## src/rtl/pwm_peripheral.sv

```systemverilog
// 16-channel PWM output stage fed by the SPI register file; one shared prescaled 8-bit counter.
// Optional macro PWM_SYNC_UPDATE_EN latches the duty value only at PWM period boundaries.
module pwm_peripheral #(
  parameter int unsigned CLK_DIV = 13
) (
  input  logic        clk,
  input  logic        rst_n,
  input  logic [7:0]  en_reg_out_7_0,
  input  logic [7:0]  en_reg_out_15_8,
  input  logic [7:0]  en_reg_pwm_7_0,
  input  logic [7:0]  en_reg_pwm_15_8,
  input  logic [7:0]  pwm_duty_cycle,
  output logic [15:0] out
);

  localparam int unsigned PRE_W = (CLK_DIV > 1) ? $clog2(CLK_DIV) : 1;
  localparam logic [PRE_W-1:0] PRE_MAX = PRE_W'(CLK_DIV - 1);

  logic [PRE_W-1:0] pre_cnt_q, pre_cnt_d;
  logic [7:0]       pwm_cnt_q, pwm_cnt_d;
  logic [15:0]      out_q, out_d;
  logic [15:0]      en_out, en_pwm;
  logic [7:0]       duty_eff;
  logic             tick;
  logic             pwm_raw;

  assign en_out = {en_reg_out_15_8, en_reg_out_7_0};
  assign en_pwm = {en_reg_pwm_15_8, en_reg_pwm_7_0};

`ifdef PWM_SYNC_UPDATE_EN
  logic [7:0] duty_shadow_q, duty_shadow_d;

  // Duty is captured on the last cycle of a period so the next period starts with it.
  always_comb begin
    duty_shadow_d = duty_shadow_q;
    if (tick && (pwm_cnt_q == 8'hFF)) begin
      duty_shadow_d = pwm_duty_cycle;
    end
  end

  always_ff @(posedge clk or negedge rst_n) begin
    if (!rst_n) begin
      duty_shadow_q <= '0;
    end else begin
      duty_shadow_q <= duty_shadow_d;
    end
  end

  assign duty_eff = duty_shadow_q;
`else
  assign duty_eff = pwm_duty_cycle;
`endif

  always_comb begin
    tick      = (pre_cnt_q == PRE_MAX);
    pre_cnt_d = tick ? '0 : pre_cnt_q + PRE_W'(1);
    pwm_cnt_d = tick ? pwm_cnt_q + 8'd1 : pwm_cnt_q;
  end

  // 0xFF is forced to 100% since the compare alone would leave one low step per period.
  always_comb begin
    pwm_raw = (duty_eff == 8'hFF) || (pwm_cnt_q < duty_eff);
    out_d   = en_out & (~en_pwm | {16{pwm_raw}});
  end

  always_ff @(posedge clk or negedge rst_n) begin
    if (!rst_n) begin
      pre_cnt_q <= '0;
      pwm_cnt_q <= '0;
      out_q     <= '0;
    end else begin
      pre_cnt_q <= pre_cnt_d;
      pwm_cnt_q <= pwm_cnt_d;
      out_q     <= out_d;
    end
  end

  assign out = out_q;

endmodule

```

## config.mk

```make
export PLATFORM = sky130hd
export DESIGN_NAME = pwm_peripheral
export DESIGN_NICKNAME = d
export VERILOG_FILES = /design/src/rtl/pwm_peripheral.sv
export SDC_FILE = /design/constraint.sdc
export NUM_CORES = 1
export LEC_CHECK = 0
export BUFFER_PORTS_ARGS = -buffer_cell sky130_fd_sc_hd__buf_2
export CORE_UTILIZATION = 46
export CTS_BUF_LIST = sky130_fd_sc_hd__clkbuf_16
export CTS_CLUSTER_SIZE = 8
export DETAILED_ROUTE_END_ITERATION = 16
export PLACE_DENSITY = 0.75
export SYNTH_ARGS = -nofsm -noshare
export SYNTH_HDL_FRONTEND = slang
export SYNTH_SLANG_ARGS = --single-unit
```

## constraint.sdc

```tcl
create_clock -name clk -period 1.9 [get_ports clk]
set_input_delay 0.095 -clock clk [delete_from_list [all_inputs] [get_ports clk]]
set_output_delay 0.095 -clock clk [all_outputs]
set_load 0.03 [all_outputs]
```

==> results_dict.tcl, run 1 <==
set metrics [dict create \
    ys.flop_type "dfrtp_1" \
    min_from "en_reg_pwm_7_0[3]" \
    drt_iter0_drc 34 \
    nets 229 \
    die_area_sq_um 3090 \
    cts_max_level 1 \
    grt_usage 0.194 \
    num_antenna_cells 0 \
    grt_max_degree 29 \
    cts_resized 0 \
    antenna_found_initial 0 \
    drtAntennaViolNets 0 \
    postCtsHoldBufs 9 \
    power_switching_share 0.205 \
    crit_required_ns 2.03 \
    p_int_uw 1110 \
    vias_per_cell 5.08 \
    async_flop_share 1.00 \
    clk_path_buf_depth 2 \
    drc 0 \
    synth_top_cell_by_area "dfrtp_1" \
    syn_nets 157 \
    area_delta_synth_final_pct 40.7 \
    dpl.hpwl_um 1950 \
    syn_area_sq_um 1320 \
    clkPwrFrac 0.439 \
    rsz0062_at_grt "false" \
    io_buffers 57 \
    reg2reg_to "out[15]$_DFF_PN0_" \
    fillCellCount 213 \
    yosysMostFrequentCell "dfrtp_1" \
    p_leak_uw 0.000949 \
    powerDensity_nw_per_um2 750 \
    cts_tree "yes" \
    synth.top_cell.area_share 0.530 \
    cts-root-buf "clkbuf_16" \
    gp_congestion 0.809 \
    fmax_ghz 0.556 \
    crit_path_start_kind "flip-flop" \
    outcome "finished clean" \
    grt_pass1_vias 1122 \
    synth.avg_cell_area_sq_um 12.6 \
    yosysWarningCount 0 \
    cap_violations 0 \
    wl_um 2710 \
    hold_path.class "in2reg" \
    io_pins 58 \
    synth_commonest_cells "dfrtp_1, a21boi_2, ha_1, inv_1" \
    drive_above_1_share 0.443 \
    vdd_ir_drop_max_uv 608 \
    clock_sinks 28 \
    share_comb_of_total_power 0.119 \
    reg2reg_slack_ns 0.1 \
    skew_ns 0.00179 \
    wire_per_inst_um 13.1 \
    first_pass_iters 4 \
    seqPwrFrac 0.443 \
    rr_startpoint "pwm_cnt_q[5]$_DFFE_PN0N_" \
    vias 1052 \
    hold_viol_final 0 \
    post_cts_buffers 0 \
    fp.dieW_um 55.6 \
    slew_headroom 0.598 \
    final.period_utilization 0.947 \
    r2r_cells 6 \
    die_h_um 55.6 \
    ys_seq_area_frac 0.530 \
    start_util 0.483 \
    cp_max_fo 16 \
    drv_slew 0 \
    clk_latency_ns 0.26 \
    worstMarginPinSlew_ns 0.602 \
    crit_path_end_kind "flip-flop" \
    min_to "out[3]$_DFF_PN0_" \
    power_switching_uw 286 \
    path_class "reg2reg" \
    setup_violations 0 \
    synth_edf_count 0 \
    grt_pass1_wl_um 4580 \
    hold_depth 2 \
    whs_ns 0.00861 \
    core_area_sq_um 2730 \
    synth_cell_types 24 \
    rows 19 \
    final.setup.tns_ns 0 \
    synthCells 105 \
    layout_min_cycle_time_ns 1.80 \
    ys_top_cells_by_area "dfrtp_1, ha_1, a21boi_2" \
    overflow 0 \
    ys_ff_latch 28 \
    cts_buffers 3 \
    clk_pin_slew_ns 0.07 \
    worstPathArrival_ns 1.93 \
]
[flip-flops by register name (all words and copies together), names as in the netlist]
register	cells
pre_cnt_q	4
out	16
pwm_cnt_q	8
[power groups by stage]
stage          combinational, uW  clock [uW]  sequential [uW]
2_1_floorplan               32.9           0              667
3_3_place_gp                 146           0              628
3_5_place_dp                 150           0              629
4_1_cts                      165         625              618
5_1_grt                      181         655              619
6_report                     165         612              618
[layer usage]
layer | track usage | wire (um) | vias to the layer above
met5 | 0 | 0 | -
met4 | 0.0643 | 36 | 0
met3 | 0.0488 | 176 | 5
met2 | 0.370 | 1500 | 44
met1 | 0.205 | 999 | 498
li1 | - | - | 505
[placed cells by master, fill, tap and decap left out, drive strengths merged, types with 2 or more instances in the layout]
| master | Yosys | final |
|---|---|---|
| a21boi | 16 | 16 |
| a21oi | 2 | 2 |
| and3 | 2 | 2 |
| buf | 1 | 58 |
| clkbuf | 0 | 3 |
| dfrtp | 28 | 28 |
| dlygate4sd3 | 0 | 10 |
| ha | 10 | 10 |
| inv | 10 | 10 |
| nand2 | 4 | 4 |
| nand3 | 6 | 6 |
| nand4 | 2 | 2 |
| nor2 | 6 | 6 |
| o21ai | 2 | 2 |
| xnor2 | 6 | 6 |
| xor2 | 2 | 2 |
[metrics by stage]
| step | power [uW] | std cells | setup WS, ns | instance area, sq um | util |
|---|---|---|---|---|---|
| CTS | 1410 | 206 | 0.0783 | 1850 | 0.676 |
| global route | 1460 | 207 | 0.0283 | 1860 | 0.680 |
| detailed placement | 780 | 193 | 0.124 | 1650 | 0.605 |
| floorplan | 700 | 105 | 0.170 | 1320 | - |
| global placement | 775 | 193 | 0.191 | 1650 | 0.605 |
| finish | 1400 | 207 | 0.0999 | 1860 | 0.680 |
[critical path, stage by stage (launching register included)]
cell and delay (ns):
dfrtp_1 0.42, ha_1 0.31, and4_2 0.24, o21ai_2 0.06
o32ai_2 0.33, buf_12 0.20, a21boi_0 0.11
[cell families (layout without fill, tap and decap cells)]
logic type | Yosys count | in the layout | synth area share
AO/OA/AOI/OAI | 26 | 26 | 0.197
XOR/XNOR | 8 | 8 | 0.0530
adder cells (fa/ha/maj) | 10 | 10 | 0.0947
buffers and inverters | 11 | 82 | 0.0369
flip-flops | 28 | 28 | 0.530
AND/OR/NAND/NOR | 22 | 22 | 0.0881
[worst max path at each step]
stage	endpoint	slack (ns)	start
floorplan	out[10]$_DFF_PN0_	0.17	pwm_cnt_q[5]$_DFFE_PN0N_
global placement	out[2]$_DFF_PN0_	0.19	pwm_cnt_q[5]$_DFFE_PN0N_
detailed placement	out[2]$_DFF_PN0_	0.12	pwm_cnt_q[5]$_DFFE_PN0N_
CTS	out[15]$_DFF_PN0_	0.08	pwm_cnt_q[5]$_DFFE_PN0N_
global route	out[2]$_DFF_PN0_	0.03	pwm_cnt_q[5]$_DFFE_PN0N_
finish	out[15]$_DFF_PN0_	0.1	pwm_cnt_q[5]$_DFFE_PN0N_
[cell type report]
class,count,area [sq um],share of cell area
multi-input cells,66,572,0.308
flip-flops and latches,28,701,0.377
clock buffers,3,75.1,0.0404
clock inverters,1,30.0,0.0162
inverters,10,37.5,0.0202
well taps,31,38.8,0.0209
repair buffers,68,405,0.218
Power figures use the tool's default switching activity.
==> inputs of run 2 (changes only) <==
Settings changed: CORE_MARGIN from default to 2.
==> run 2 against run 1 <==
Against the previous run: sequential share of layout area is 0.64 points higher; combinational power barely moved; clock skew rose by 0.0036 ns; die area rose by 7.3%; sequential power hardly changed; critical path type unchanged; largest cell class unchanged.
==> results_dict.tcl, run 2 (synthesis gave the netlist of run 1 again) <==
set metrics [dict create \
    outcome "finished clean" \
    reg2reg_slack_ns 0.09 \
    grt_pass1_wl_um 4780 \
    final_common_cell "buf_2" \
    worstPathArrival_ns 1.98 \
    drive_above_1_share 0.448 \
    power_switching_share 0.229 \
    vdd_ir_drop_max_uv 631 \
    hold_depth 2 \
    share_comb_of_total_power 0.131 \
    vias 1032 \
    dp_slack_ns 0.123 \
    drtAntennaViolNets 0 \
    clk_latency_ns 0.26 \
    min_to "out[0]$_DFF_PN0_" \
    layout_min_cycle_time_ns 1.81 \
    die_h_um 57.6 \
    grt_pass1_vias 1154 \
    grt_max_degree 29 \
    hold_viol_final 0 \
    final_core_utilization 0.669 \
    r2r_cells 6 \
    dp_cells 193 \
    powerDensity_nw_per_um2 689 \
    wl_um 2890 \
    slew_headroom 0.590 \
    die_area_sq_um 3320 \
    layout_common_cells "buf_2, dfrtp_1, inv_1, a21boi_2, ha_1" \
    wire_per_inst_um 14.1 \
    grt_util_met1 0.198 \
    final.setup.tns_ns 0 \
    area_delta_synth_final_pct 38.4 \
    cts_tree "yes" \
    drc 0 \
    crit_path_end_kind "flip-flop" \
    cts_buffers 3 \
    p_leak_uw 0.000929 \
    nets 227 \
    grt_usage 0.190 \
    overflow 0 \
    dpl.hpwl_um 2110 \
    io_buffers 57 \
    worstMarginPinSlew_ns 0.615 \
    hold_path.class "in2reg" \
    crit_path_start_kind "flip-flop" \
    skew_ns 0.00543 \
    vias_per_cell 5.03 \
    gp_congestion 0.861 \
    min_from "en_reg_pwm_7_0[0]" \
    cp_max_fo 16 \
    final_cells 205 \
    clk_path_buf_depth 2 \
    drv_slew 0 \
    fmax_ghz 0.552 \
    clkPwrFrac 0.378 \
    cts-root-buf "clkbuf_16" \
    rows 19 \
    fin_ws_ns 0.0886 \
    cap_violations 0 \
    antenna_found_initial 0 \
    cts_max_level 1 \
    clk_pin_slew_ns 0.07 \
    final.period_utilization 0.953 \
    io_pins 58 \
    grt_use_met2 0.362 \
    drt_iter0_drc 17 \
    start_util 0.483 \
    p_int_uw 970 \
    first_pass_iters 4 \
    largest_reg_flops 16 \
    num_antenna_cells 0 \
    core_area_sq_um 2730 \
    setup_violations 0 \
    grt_busiest_layer "met2" \
    rr_startpoint "pwm_cnt_q[5]$_DFFE_PN0N_" \
    path_class "reg2reg" \
    seqPwrFrac 0.490 \
    grt.met3_usage 0.0522 \
    crit_required_ns 2.07 \
    reg2reg_to "out[4]$_DFF_PN0_" \
    clock_sinks 28 \
    power_switching_uw 289 \
    fp.dieW_um 57.6 \
]
run 2: metal layers:
layer  wire, um  up-vias
met2       1530       38
met5          0        -
met4         35        0
li1           -      504
met1       1130      485
met3        193        5
run 2: power groups by stage:
stage / registers (uW) / logic, uW / clock network (uW)
floorplan: 667 / 32.9 / 0
global placement: 628 / 147 / 0
detailed placement: 628 / 152 / 0
CTS: 617 / 166 / 483
global route: 618 / 180 / 504
finish: 617 / 165 / 476
run 2: through the flow:
step	hold slack (ns)	total power [uW]	instance area, sq um
5_1_grt	0.00906	1300	1830
3_5_place_dp	0.143	781	1650
3_3_place_gp	0.132	775	1650
6_report	0.00102	1260	1830
4_1_cts	0.00307	1270	1810
2_1_floorplan	-0.201	700	1320
run 2: worst max-delay path: stages (launching register included):
cell,delay (ns)
dfrtp_1,0.43
ha_1,0.32
a41o_2,0.29
a21oi_2,0.17
o32ai_4,0.12
buf_12,0.17
a21boi_0,0.21
run 2: what timing repair did:
| action | CTS | global route |
|---|---|---|
| gates resized for setup | 0 | 2 |
| hold endpoints to repair | 35 | 0 |
| hold buffers | 8 | 0 |
| endpoints found under the setup margin | 0 | 3 |
| buffers inserted | 0 | 0 |
run 2: how the worst max path moves through the flow:
stage	from	end	slack, ns	cells past startpoint
floorplan	pwm_cnt_q[5]$_DFFE_PN0N_	out[10]$_DFF_PN0_	0.17	6
global placement	pwm_cnt_q[5]$_DFFE_PN0N_	out[2]$_DFF_PN0_	0.19	6
detailed placement	pwm_cnt_q[5]$_DFFE_PN0N_	out[3]$_DFF_PN0_	0.12	6
CTS	pwm_cnt_q[5]$_DFFE_PN0N_	out[4]$_DFF_PN0_	0.09	6
global route	pwm_cnt_q[5]$_DFFE_PN0N_	out[2]$_DFF_PN0_	-0.02	6
finish	pwm_cnt_q[5]$_DFFE_PN0N_	out[4]$_DFF_PN0_	0.09	6
run 2: area by class of cell:
type	instances	area, sq um
flip-flops and latches	28	701
inverters	10	37.5
repair buffers	66	385
well taps	31	38.8
multi-input cells	66	587
clock inverters	1	3.75
fillers	196	906
clock buffers	3	75.1
